## src/rtl/biriscv_csr_exec_mp_pkg.sv

```systemverilog
// Shared decode constants, exception codes and result record for the CSR
// execute unit.
//   INST_* / *_MASK : instruction match value and mask pairs
//   EXC_*           : 6-bit exception codes carried on the result pipe
//   csr_result_t    : one result-pipe entry (all-zero means empty)
package biriscv_csr_exec_mp_pkg;

  localparam logic [31:0] INST_CSRRW    = 32'h0000_1073;
  localparam logic [31:0] INST_CSRRS    = 32'h0000_2073;
  localparam logic [31:0] INST_CSRRC    = 32'h0000_3073;
  localparam logic [31:0] INST_CSRRWI   = 32'h0000_5073;
  localparam logic [31:0] INST_CSRRSI   = 32'h0000_6073;
  localparam logic [31:0] INST_CSRRCI   = 32'h0000_7073;
  localparam logic [31:0] INST_CSR_MASK = 32'h0000_707f;
  localparam logic [31:0] INST_ECALL    = 32'h0000_0073;
  localparam logic [31:0] INST_EBREAK   = 32'h0010_0073;
  localparam logic [31:0] INST_MRET     = 32'h3020_0073;
  localparam logic [31:0] INST_WFI      = 32'h1050_0073;
  localparam logic [31:0] INST_FULL_MASK = 32'hffff_ffff;
  localparam logic [31:0] INST_IFENCE   = 32'h0000_100f;
  localparam logic [31:0] INST_IFENCE_MASK = 32'h0000_707f;
  localparam logic [31:0] INST_SFENCE   = 32'h1200_0073;
  localparam logic [31:0] INST_SFENCE_MASK = 32'hfe00_7fff;

  localparam logic [11:0] CSR_SATP = 12'h180;

  localparam logic [5:0] EXC_ILLEGAL_INSTRUCTION = 6'h12;
  localparam logic [5:0] EXC_BREAKPOINT          = 6'h13;
  localparam logic [5:0] EXC_ECALL               = 6'h18;
  localparam logic [5:0] EXC_ERET_M              = 6'h33;
  localparam logic [5:0] EXC_FENCE               = 6'h21;

  localparam logic [1:0] PRIV_USER    = 2'd0;
  localparam logic [1:0] PRIV_SUPER   = 2'd1;
  localparam logic [1:0] PRIV_MACHINE = 2'd3;

  typedef enum logic {WFI_IDLE = 1'b0, WFI_SLEEP = 1'b1} wfi_state_e;

  typedef struct packed {
    logic        write;
    logic [31:0] value;
    logic [31:0] wdata;
    logic [5:0]  exception;
    logic [1:0]  lane;
  } csr_result_t;

  function automatic logic op_match(input logic [31:0] op, input logic [31:0] val,
                                    input logic [31:0] mask);
    return (op & mask) == val;
  endfunction

endpackage

```

## src/rtl/biriscv_csr_exec_mp_result.sv

```systemverilog
// biriscv_csr_result_pipe: STAGES-deep register chain for CSR results.
//   clk_i/rst_i : clock, async active-high reset
//   flush_i     : zero every stage (including the entry being written)
//   res_i       : new entry (zero when nothing issued)
//   res_o       : tail entry
module biriscv_csr_result_pipe
  import biriscv_csr_exec_mp_pkg::*;
#(
  parameter int STAGES = 1
) (
  input  logic        clk_i,
  input  logic        rst_i,
  input  logic        flush_i,
  input  csr_result_t res_i,
  output csr_result_t res_o
);

  csr_result_t stage_q [STAGES];
  csr_result_t stage_d [STAGES];

  always_comb begin
    stage_d[0] = flush_i ? '0 : res_i;
    for (int i = 1; i < STAGES; i++)
      stage_d[i] = flush_i ? '0 : stage_q[i-1];
  end

  always_ff @(posedge clk_i or posedge rst_i) begin
    if (rst_i) begin
      for (int i = 0; i < STAGES; i++) stage_q[i] <= '0;
    end else begin
      for (int i = 0; i < STAGES; i++) stage_q[i] <= stage_d[i];
    end
  end

  assign res_o = stage_q[STAGES-1];

endmodule

```

## src/rtl/biriscv_csr_exec_mp.sv

```systemverilog
// biriscv_csr_exec_mp: CSR / system-op execute unit for up to LANES issue
// slots. The oldest valid lane is accepted (unless sleeping in WFI), its CSR
// is read combinationally, and the decoded result travels down a
// RESULT_STAGES-deep pipe. Redirect, interrupt and fence side-effects are
// registered single-cycle outputs.
//   opcode_*_i  : per-lane op, packed lane n at [W*n +: W]
//   csr_*       : regfile read port and trap/return redirect
//   accept_o    : one-hot lane consumed this cycle
//   result_*_o  : result-pipe tail
module biriscv_csr_exec_mp
  import biriscv_csr_exec_mp_pkg::*;
#(
  parameter int XLEN          = 32,
  parameter int LANES         = 2,
  parameter int RESULT_STAGES = 1,
  parameter int SUPPORT_SUPER = 1,
  parameter int SUPPORT_WFI   = 1
) (
  input  logic                  clk_i,
  input  logic                  rst_i,
  input  logic [LANES-1:0]      opcode_valid_i,
  input  logic [32*LANES-1:0]   opcode_opcode_i,
  input  logic [LANES-1:0]      opcode_invalid_i,
  input  logic [5*LANES-1:0]    opcode_ra_idx_i,
  input  logic [XLEN*LANES-1:0] opcode_ra_operand_i,
  output logic [11:0]           csr_raddr_o,
  input  logic [XLEN-1:0]       csr_rdata_i,
  input  logic [1:0]            priv_i,
  input  logic                  irq_pending_i,
  input  logic                  interrupt_inhibit_i,
  input  logic                  flush_i,
  input  logic [31:0]           reset_vector_i,
  input  logic                  csr_branch_i,
  input  logic [31:0]           csr_target_i,
  output logic [LANES-1:0]      accept_o,
  output logic                  stall_o,
  output logic                  result_write_o,
  output logic [XLEN-1:0]       result_value_o,
  output logic [XLEN-1:0]       result_wdata_o,
  output logic [5:0]            result_exception_o,
  output logic [1:0]            result_lane_o,
  output logic                  branch_request_o,
  output logic [31:0]           branch_pc_o,
  output logic                  take_interrupt_o,
  output logic                  ifence_o,
  output logic                  tlb_flush_o
);

  wfi_state_e state_q;
  logic       stall_q;

  // Oldest (lowest-index) valid lane wins.
  int   sel_idx;
  logic sel_valid;
  always_comb begin
    sel_valid = 1'b0;
    sel_idx   = 0;
    for (int i = LANES-1; i >= 0; i--) begin
      if (opcode_valid_i[i]) begin
        sel_valid = 1'b1;
        sel_idx   = i;
      end
    end
  end

  logic [31:0]      op;
  logic [4:0]       ra_idx;
  logic [XLEN-1:0]  data, wdata;
  logic             take, set_w, clr_w, csr_wr, fault, satp_wr;
  logic             is_ecall, is_ebreak, is_mret, is_wfi, is_fencei, is_sfence, illegal;
  logic [5:0]       exc;
  logic [LANES-1:0] accept;
  csr_result_t      res_in;

  always_comb begin
    op        = opcode_opcode_i[32*sel_idx +: 32];
    ra_idx    = opcode_ra_idx_i[5*sel_idx +: 5];
    take      = sel_valid & ~stall_q;
    accept    = '0;
    if (take) accept[sel_idx] = 1'b1;

    set_w  = op_match(op, INST_CSRRW, INST_CSR_MASK) | op_match(op, INST_CSRRS, INST_CSR_MASK) |
             op_match(op, INST_CSRRWI, INST_CSR_MASK) | op_match(op, INST_CSRRSI, INST_CSR_MASK);
    clr_w  = op_match(op, INST_CSRRW, INST_CSR_MASK) | op_match(op, INST_CSRRC, INST_CSR_MASK) |
             op_match(op, INST_CSRRWI, INST_CSR_MASK) | op_match(op, INST_CSRRCI, INST_CSR_MASK);
    csr_wr = (ra_idx != 5'd0) | op_match(op, INST_CSRRW, INST_CSR_MASK) |
             op_match(op, INST_CSRRWI, INST_CSR_MASK);
    // funct3[2] marks the zimm forms
    data   = op[14] ? {{(XLEN-5){1'b0}}, ra_idx} : opcode_ra_operand_i[XLEN*sel_idx +: XLEN];

    // Writes to CSR[31:30]==3 are read-only; CSR[29:28] is the minimum privilege.
    fault  = (SUPPORT_SUPER != 0) & (set_w | clr_w) &
             ((csr_wr & (op[31:30] == 2'b11)) | (priv_i < op[29:28]));
    illegal = opcode_invalid_i[sel_idx] | fault;

    wdata = '0;
    if (set_w & clr_w)  wdata = data;
    else if (set_w)     wdata = csr_rdata_i | data;
    else if (clr_w)     wdata = csr_rdata_i & ~data;

    is_ecall  = op_match(op, INST_ECALL,  INST_FULL_MASK);
    is_ebreak = op_match(op, INST_EBREAK, INST_FULL_MASK);
    is_mret   = op_match(op, INST_MRET,   INST_FULL_MASK);
    is_wfi    = op_match(op, INST_WFI,    INST_FULL_MASK);
    is_fencei = op_match(op, INST_IFENCE, INST_IFENCE_MASK);
    is_sfence = op_match(op, INST_SFENCE, INST_SFENCE_MASK);
    satp_wr   = (set_w | clr_w) & csr_wr & ~fault & (op[31:20] == CSR_SATP);

    exc = 6'h0;
    if (is_ecall)                            exc = EXC_ECALL + {4'b0, priv_i};
    else if (is_mret)                        exc = EXC_ERET_M;
    else if (is_ebreak)                      exc = EXC_BREAKPOINT;
    else if (illegal)                        exc = EXC_ILLEGAL_INSTRUCTION;
    else if (satp_wr | is_fencei | is_sfence) exc = EXC_FENCE;

    res_in = '0;
    if (take) begin
      res_in.write     = (set_w | clr_w) & ~fault;
      res_in.value     = illegal ? op : csr_rdata_i;
      res_in.wdata     = wdata;
      res_in.exception = exc;
      res_in.lane      = 2'(sel_idx);
    end
  end

  assign accept_o    = accept;
  assign csr_raddr_o = sel_valid ? op[31:20] : 12'h0;

  csr_result_t res_tail;
  biriscv_csr_result_pipe #(.STAGES(RESULT_STAGES)) u_pipe (
    .clk_i(clk_i), .rst_i(rst_i), .flush_i(flush_i), .res_i(res_in), .res_o(res_tail)
  );

  assign result_write_o     = res_tail.write;
  assign result_value_o     = res_tail.value;
  assign result_wdata_o     = res_tail.wdata;
  assign result_exception_o = res_tail.exception;
  assign result_lane_o      = res_tail.lane;

  // WFI sleep: flush wins over entry; a pending irq only wakes from SLEEP.
  always_ff @(posedge clk_i or posedge rst_i) begin
    if (rst_i) begin
      state_q <= WFI_IDLE;
      stall_q <= 1'b0;
    end else begin
      case (state_q)
        WFI_IDLE: if (take & is_wfi & (SUPPORT_WFI != 0) & ~flush_i) begin
          state_q <= WFI_SLEEP;
          stall_q <= 1'b1;
        end
        WFI_SLEEP: if (irq_pending_i | flush_i) begin
          state_q <= WFI_IDLE;
          stall_q <= 1'b0;
        end
        default: begin
          state_q <= WFI_IDLE;
          stall_q <= 1'b0;
        end
      endcase
    end
  end

  // boot_q is set through reset so the first clock afterwards redirects to
  // the reset vector.
  logic        boot_q, boot_d, branch_q, branch_d, take_int_q, take_int_d;
  logic        ifence_q, ifence_d, tlb_flush_q, tlb_flush_d;
  logic [31:0] branch_pc_q, branch_pc_d;

  always_comb begin
    boot_d      = 1'b0;
    branch_d    = boot_q | csr_branch_i;
    branch_pc_d = boot_q ? reset_vector_i : csr_target_i;
    take_int_d  = irq_pending_i & ~interrupt_inhibit_i;
    ifence_d    = take & is_fencei & ~flush_i;
    tlb_flush_d = take & (is_sfence | satp_wr) & ~flush_i;
  end

  always_ff @(posedge clk_i or posedge rst_i) begin
    if (rst_i) begin
      boot_q      <= 1'b1;
      branch_q    <= 1'b0;
      branch_pc_q <= 32'h0;
      take_int_q  <= 1'b0;
      ifence_q    <= 1'b0;
      tlb_flush_q <= 1'b0;
    end else begin
      boot_q      <= boot_d;
      branch_q    <= branch_d;
      branch_pc_q <= branch_pc_d;
      take_int_q  <= take_int_d;
      ifence_q    <= ifence_d;
      tlb_flush_q <= tlb_flush_d;
    end
  end

  assign stall_o          = stall_q;
  assign branch_request_o = branch_q;
  assign branch_pc_o      = branch_pc_q;
  assign take_interrupt_o = take_int_q;
  assign ifence_o         = ifence_q;
  assign tlb_flush_o      = tlb_flush_q;

endmodule

```

## config.mk

```make
export PLATFORM = sky130hd
export DESIGN_NAME = biriscv_csr_exec_mp
export DESIGN_NICKNAME = d
export VERILOG_FILES = /design/src/rtl/biriscv_csr_exec_mp_pkg.sv /design/src/rtl/biriscv_csr_exec_mp_result.sv /design/src/rtl/biriscv_csr_exec_mp.sv
export SDC_FILE = /design/constraint.sdc
export NUM_CORES = 1
export LEC_CHECK = 0
export BUFFER_PORTS_ARGS = -buffer_cell sky130_fd_sc_hd__buf_2
export CORE_MARGIN = 10
export CORE_UTILIZATION = 39
export DETAILED_ROUTE_END_ITERATION = 16
export PLACE_DENSITY = 0.83
export SLEW_MARGIN = 30
export SYNTH_ARGS = -nofsm -noshare
export SYNTH_HDL_FRONTEND = slang
export SYNTH_SLANG_ARGS = --single-unit
export TNS_END_PERCENT = 100
```

## constraint.sdc

```tcl
create_clock -name clk_i -period 2.8 [get_ports clk_i]
set_input_delay 0.14 -clock clk_i [delete_from_list [all_inputs] [get_ports clk_i]]
set_output_delay 0.14 -clock clk_i [all_outputs]
set_load 0.02 [all_outputs]
```

* After elaboration in Yosys (flattened, before gate mapping)
Cells that the tools add are included.
** Cells by class
- Multipliers :: 1
- Shift operators :: 3
- Multiplexer cells :: 30
- $lt $le $gt $ge :: 3
- Bitwise gates (word level) :: 39
- Add/subtract/negate cells :: 1
- Equal/unequal tests :: 16
- Reduce and logical (&&, ||, !) cells :: 3
** Operators with widths (number)
- $mux 32 :: 6
- $mux 73 :: 2
- $shiftx 64x32->32 :: 1
- $shiftx 64x7->32 :: 1
- $and 32x32->32 :: 1
- $eq 32x21->1 const B :: 1
- $eq 32x29->1 const B :: 1
- $eq 32x30->1 const B :: 1
- $eq 32x7->1 const B :: 1
- $ge 32x1->1 const B :: 1
- $mul 4x32->32 const A :: 1
- $not 32->32 :: 1
- $or 32x32->32 :: 1
- $shiftx 10x32->5 :: 1
- $eq 10x10->1 const B :: 3
- $mux 6 :: 5
- $eq 22x19->1 const B :: 1
- $eq 10x8->1 const B :: 2
- $eq 10x9->1 const B :: 2
- $or 1x1->1 :: 16
- $and 1x1->1 :: 15
- $eq 12x9->1 const B :: 1
- $mux 1 :: 12
- $mux 12 :: 1
- 13 further kinds :: 18
** Storage, ports and cells
- Word-level logic and storage cells :: 109
- Flip-flop bits (word level) :: 112
- Input bits :: 246
- Output and inout bits :: 124

* Depth between registers and ports, before layout
Gate-level depths: netlist of run 1.
- Depth after elaboration :: 22
- Mapped depth :: 12
- Gate-level depth less buffers :: 10

* By module
Synthesis of run 1 repeated with hierarchy kept, for this count alone.
** Second synthesis, totals
- Cells, all modules :: 711
- Area, all modules :: 6673.9 um2
** Modules (own cells, without submodules)
- biriscv_csr_exec_mp :: cells each 556, times used 1, area an instance 4296.6 um2, seq. area each 977.2 um2
- biriscv_csr_result_pipe :: cells each 155, times used 1, area an instance 2377.3 um2, seq. area each 1826.8 um2

* Least setup slack after synthesis of run 1
OpenSTA, ideal clock, no wires.
- Kind :: input-to-reg
- From :: input opcode_valid_i[1]
- To :: register u_pipe.res_o[41] (netlist name)
- Stages on the path :: 11
- Path slack :: 0.613 ns
- Setup time :: 0.145 ns
- Arrival time :: 2.042 ns
- Path buffers :: 3
- Data required time :: 2.655 ns
- Path through :: nor2b_1 -> buf_4 -> mux2i_1 -> ha_1 -> or2_2 -> o22ai_1 -> a211oi_2 -> o22ai_2 -> buf_4 -> buf_2 -> a311oi_2
** RTL lines
- start: declaration :: RTL line biriscv_csr_exec_mp.sv:21 : input logic [LANES-1:0] opcode_valid_i,

==> impl_metrics.yaml, run 1 <==
outcome:
  status: "complete, no violations"
floorplan:
  core_area_sq_mm: 0.0147
  start_util_pct: 40.2
  die_area_sq_mm: 0.0205
  die_y_um: 143
  die_w_um: 143
  num_rows: 44
  io_pins: 370
sta:
  tns_ns: 0
  layout_min_cycle_time_ns: 2.19
  rsz0062_at_grt: "false"
  final_max_slew_viol_count: 0
  worst_pin_slew_ns: 0.715
  fin_crit_sh_pct: 78.1
  maxSlewHeadroom_pct: 52.3
  skew_ns: 0.00563
  finalSetupViolations: 0
  fmaxAchievable_ghz: 0.457
  finalHoldViolations: 0
logic_synthesis:
  yosys_most_used_dff: "dfrtp_1"
  synth_cells: 656
  synthDistinctLibCells: 54
  synth_edf_count: 0
  synth.most_common_cell: "nand2_1"
  synth_area_sq_mm: 0.00590
  yosysWarnings: 0
  synth-seq-cells: 110
  syn_avg_cell_area_sq_um: 9.00
  synthTopCellsByArea: "dfrtp_1 (46%), nand2_1 (8.5%), mux2_2 (6.1%), nor2_1 (5.3%), a22oi_1 (4.1%)"
  ys_top_cells_by_count: "nand2_1 (134), dfrtp_1 (109), nor2_1 (84)"
  ys_seq_area_share_pct: 46.7
  async_flop_share_pct: 100
  yosys.area.top_type: "dfrtp_1"
  synth_top_cell_area_share_pct: 46.2
critical_path:
  endpoint_kind: "flip-flop"
  cp-start-kind: "primary input"
  worstPathArrival_ns: 2.48
  worstPathMaxFanout: 72
  criticalPathCategory: "in2reg"
  critPathRequiredTime_ns: 3.09
cts:
  ctsLongestPathBuffers: 2
  postCtsHoldBufs: 4
  clk-insertion-delay-late_ns: 0.35
  cts.clk_slew.worst_paths_ns: 0.08
  postCtsSetupBuffers: 0
  cts_buffers: 9
  clockRootBuffer: "clkbuf_16"
  post_cts_resized: 0
  h-tree-depth: 3
  cts_tree: "yes"
  clock-sinks: 110
detailed_routing:
  firstDrtPassIters: 5
  drtIter0Drc: 529
  wl_per_cell_um: 20.6
  drc: 0
  num_vias: 6396
  vias_per_cell: 5.36
  wl_um: 24600
  postRouteAntennaNets: 0
placed_design:
  placedCellCount: 1174
  gp_congestion: 0.925
  portBuffers: 367
  dp_hpwl_um: 19700
pwr:
  cellPowerDensity_mw_per_mm2: 465
  power.total_mw: 3.85
  vdd_drop_max_mv: 0.277
  power.static_leakage_nw: 4.32
cells_and_area:
  antenna_cells: 0
  area_growth_pct: 40.2
  drive_above_1_share_pct: 45.4
  num-nets-final: 1252
  instances_no_fill: 1194
global_routing:
  globalRouteOverflowTotal: 0
  antenna_found_initial: 0
  grt_start_max_net_pins: 78
  grt_use_total_pct: 22.8
  first_global_vias: 6449
  grt_pass1_wl_um: 36300
min_path:
  min_path_type: "in2reg"
run:
  drv_cap: 0
## cell families (layout without fill, tap and decap cells)
group | count (synthesis) | after routing | synth area share (%)
AO/OA/AOI/OAI | 160 | 160 | 19.5
XOR/XNOR | 1 | 1 | 0.148
adder cells (fa/ha/maj) | 1 | 1 | 0.212
buffers and inverters | 57 | 409 | 4.45
flip-flops | 110 | 110 | 46.7
multiplexers | 44 | 44 | 8.48
other | 1 | 3 | 0.0635
AND/OR/NAND/NOR | 282 | 282 | 20.5
## critical path: stages
cell     delay, ns
buf_2         0.13
nor2b_4       0.19
buf_12        0.31
nand3_1       0.16
a22oi_2       0.36
nand2_1       0.21
o22ai_4       0.22
buf_12        0.26
inv_1         0.11
a21oi_1       0.19
o21a_1        0.14
## cell usage in the layout (no fill, tap or decap), types with 4 or more instances in the layout
cell type      instances
nand4_1                6
buf_4                 14
a311oi_2              10
dlygate4sd3_1          4
a21oi_1               39
a22oi_1               32
nor3_1                17
o21ai_0               26
nor4_1                 6
mux2_2                32
nand2_1              134
nor2b_1               10
a311oi_1              15
o21ai_1                8
clkbuf_16              9
dfrtp_1              109
buf_2                367
a211oi_1              12
nor2_1                84
mux2i_1                9
nand3_1                6
inv_8                  4
## layer usage
metal	share of wire [%]	wire length [um]	vias to the layer above	GRT usage, %
met1	37	9010	2953	26.1
met3	10	2510	49	6.93
met5	0	0	-	0
met2	51	12500	387	40.0
met4	2.4	599	0	7.00
li1	-	-	3007	-
## power breakdown
part	internal (mW)	leakage (nW)	switching, mW
registers	1.66	1.42	0.0263
logic	0.345	2.74	0.533
clock network	0.637	0.150	0.642
## worst paths after layout
path	start	end	slack, ns	cells past startpoint
hold reg to reg	state_q	state_q	0.51	2
setup / recovery	opcode_valid_i[1]	u_pipe.res_o[3]	0.61	11
setup reg to reg	stall_o	u_pipe.res_o[63]	1.08	3
hold / removal	csr_target_i[11]	branch_pc_o[11]	0.02	2
min in group asynchronous	rst_i	branch_pc_o[5]	0.44	4
max in group asynchronous	rst_i	u_pipe.res_o[61]	1.76	4
## layout make-up
cell class | instances | area (sq um)
Fill cell | 1351 | 6430
Sequential cell | 110 | 2750
Clock buffer | 9 | 225
Tap cell | 184 | 230
Clock inverter | 7 | 75.1
Inverter | 4 | 18.8
Multi-Input combinational cell | 491 | 2920
Timing Repair Buffer | 389 | 2050
## sequential cells by signal, indices dropped and copies added, names as in the netlist
signal,count
branch_request_o,1
take_interrupt_o,1
state_q,1
stall_o,1
boot_q,1
u_pipe.res_o,71
ifence_o,1
branch_pc_o,32
tlb_flush_o,1
## through the flow
stage	hold WS [ns]	instance area (sq um)	utilization [%]	setup slack [ns]
after global placement	0.266	7930	53.9	0.255
after floorplan	0.206	5910	-	0.613
after global routing	0.000871	8270	56.3	0.419
final	0.0157	8270	56.3	0.614
after CTS	0.000416	8270	56.3	0.676
after detailed placement	0.283	7930	54.0	0.264
No activity file was read; power rests on OpenSTA's default activity.
==> run 2: changes to the inputs <==
CORE_AREA = 10 10 136 138   (was unset)
CORE_MARGIN = unset   (was 10)
CORE_UTILIZATION = unset   (was 39)
DIE_AREA = 0 0 146 148   (was unset)
PLACE_DENSITY = 0.78   (was 0.83)
clock period = 2.05 ns   (was 2.8 ns; I/O delays follow)
==> run 2 against run 1 <==
Sequential power rose by 37%; sequential share of layout area is 3.8 points lower; clock skew grew 0.0051 ns; worst setup slack lost 0.56 ns; count of clock-buffer cells in the layout unchanged; global-route usage is 2.1 points higher; total power up 44%; final cell count grew 11%; non-clock buffer count grew 98; sequential cell count unchanged; via count up 9.4%.
==> impl_metrics.yaml, run 2 (synthesis gave the netlist of run 1 again) <==
outcome:
  status: "complete, no violations"
cells_and_area:
  num-nets-final: 1350
  drive_above_1_share_pct: 45.2
  largest_reg_flops: 71
  instances_no_fill: 1325
  mostFrequentLayoutCell: "buf_2"
  layout_common_cells: "buf_2 (367), nand2_1 (134), dfrtp_1 (109)"
  multi_input_comb_area_sq_mm: 0.00298
  area_growth_pct: 58.7
  fillers: 1388
  finish.instance_area_sq_mm: 0.00936
  seqCellArea_sq_mm: 0.00276
detailed_routing:
  wl_um: 28800
  drc: 0
  vias_per_cell: 5.28
  firstDrtPassIters: 5
  num_vias: 7000
  drtIter0Drc: 538
  wl_per_cell_um: 21.8
  postRouteAntennaNets: 0
floorplan:
  io_pins: 370
  num_rows: 46
  die_area_sq_mm: 0.0216
  die_y_um: 148
  start_util_pct: 37.6
  die_w_um: 146
  core_area_sq_mm: 0.0157
critical_path:
  cp_num_buf_inv: 2
  criticalPathCategory: "reg2reg"
  worstPathMaxFanout: 18
  worstPathArrival_ns: 2.22
  r2r-start: "boot_q"
  r2r_cells: 3
  cpMaxStageDelayCell: "dfstp_4"
  critPathLaunch: "boot_q"
  rr_endpoint: "branch_pc_o[22]"
  endpoint_kind: "flip-flop"
  cp_cell_sequence: "buf_12, mux2_2, dlygate4sd3_1"
  cp-start-kind: "flip-flop"
  path_delay_family: "buffers and inverters"
  rrSetupSlack_ns: 0.05
  critical_path.max_stage_delay_ns: 0.75
  critPathRequiredTime_ns: 2.27
placed_design:
  portBuffers: 367
  placed_area_sq_mm: 0.00829
  dp_hpwl_um: 21500
  placedCellCount: 1235
  gp_congestion: 0.954
  dp_slack_ns: -0.382
min_path:
  min_to: "branch_pc_o[27]"
  hp-start: "reset_vector_i[27]"
  hold_path_depth: 2
  min_path_type: "in2reg"
sta:
  setup_ws_ns: 0.0512
  maxSlewHeadroom_pct: 58.8
  final_max_slew_viol_count: 0
  tns_ns: 0
  fin_crit_sh_pct: 97.5
  layout_min_cycle_time_ns: 2.00
  worst_pin_slew_ns: 0.619
  finalSetupViolations: 0
  hold_slack_ns: 0.0128
  fmaxAchievable_ghz: 0.500
  skew_ns: 0.0107
  finalHoldViolations: 0
  rsz0062_at_grt: "false"
cts:
  cts_tree: "yes"
  cts_buffers: 9
  cts.clk_slew.worst_paths_ns: 0.08
  h-tree-depth: 3
  clockRootBuffer: "clkbuf_16"
  clock-sinks: 110
  ctsLongestPathBuffers: 2
  clk-insertion-delay-late_ns: 0.35
global_routing:
  grt_start_max_net_pins: 111
  globalRouteOverflowTotal: 0
  grt_pass1_wl_um: 42300
  antenna_found_initial: 5
  grt_use_total_pct: 24.9
  first_global_vias: 7195
pwr:
  vdd_drop_max_mv: 0.390
  cellPowerDensity_mw_per_mm2: 590
  power.static_leakage_nw: 4.78
run:
  drv_cap: 0
run 2: worst register-to-register path: stages (launching register included):
cell and delay (ns):
dfstp_4 0.75, buf_12 0.19, mux2_2 0.35, dlygate4sd3_1 0.58
run 2: layer usage:
layer  share of wire (%)  track usage, %  vias to the layer above  routed length (um)
met5                0.12               0                        -                  34
met4                 1.9            7.71                        6                 540
met3                 9.0            7.51                       44                2600
met2                  50            43.2                      418               14500
met1                  39            29.0                     3323               11200
li1                    -               -                     3209                   -
run 2: report_power, final:
group	switching [mW]	internal (mW)
sequential	0.0389	2.27
clock	0.906	0.858
combinational	0.814	0.635
total	1.76	3.76
run 2: worst max path at each step:
stage	endpoint	cells past startpoint
after global routing	branch_pc_o[22]	3
after floorplan	u_pipe.res_o[41]	11
after global placement	u_pipe.res_o[3]	10
after detailed placement	u_pipe.res_o[3]	10
final	branch_pc_o[22]	3
after CTS	u_pipe.res_o[3]	9
run 2: metrics by stage:
| stage | utilization [%] | power [mW] |
|---|---|---|
| floorplan | - | 2.99 |
| global placement | 52.7 | 3.60 |
| detailed placement | 52.7 | 3.63 |
| CTS | 59.1 | 5.51 |
| global route | 59.6 | 5.77 |
| finish | 59.6 | 5.52 |
run 2: timing repair:
| action | in CTS | in global routing |
|---|---|---|
| pin swaps | 0 | 4 |
| cloned | 0 | 1 |
| gates resized for setup | 1 | 7 |
| hold endpoints to repair | 147 | 0 |
| endpoints found under the setup margin | 1 | 31 |
| setup buffers | 0 | 2 |
| hold buffers | 70 | 0 |
run 2: area by class of cell:
| cell class | instances | area share [%] |
|---|---|---|
| clock inverter | 7 | 0.708 |
| antenna | 1 | 0.0267 |
| sequential | 110 | 29.4 |
| timing repair buffer | 487 | 32.5 |
| multi-input combinational | 491 | 31.8 |
| clock buffer | 9 | 2.41 |
| tap | 216 | 2.89 |
| inverter | 4 | 0.200 |
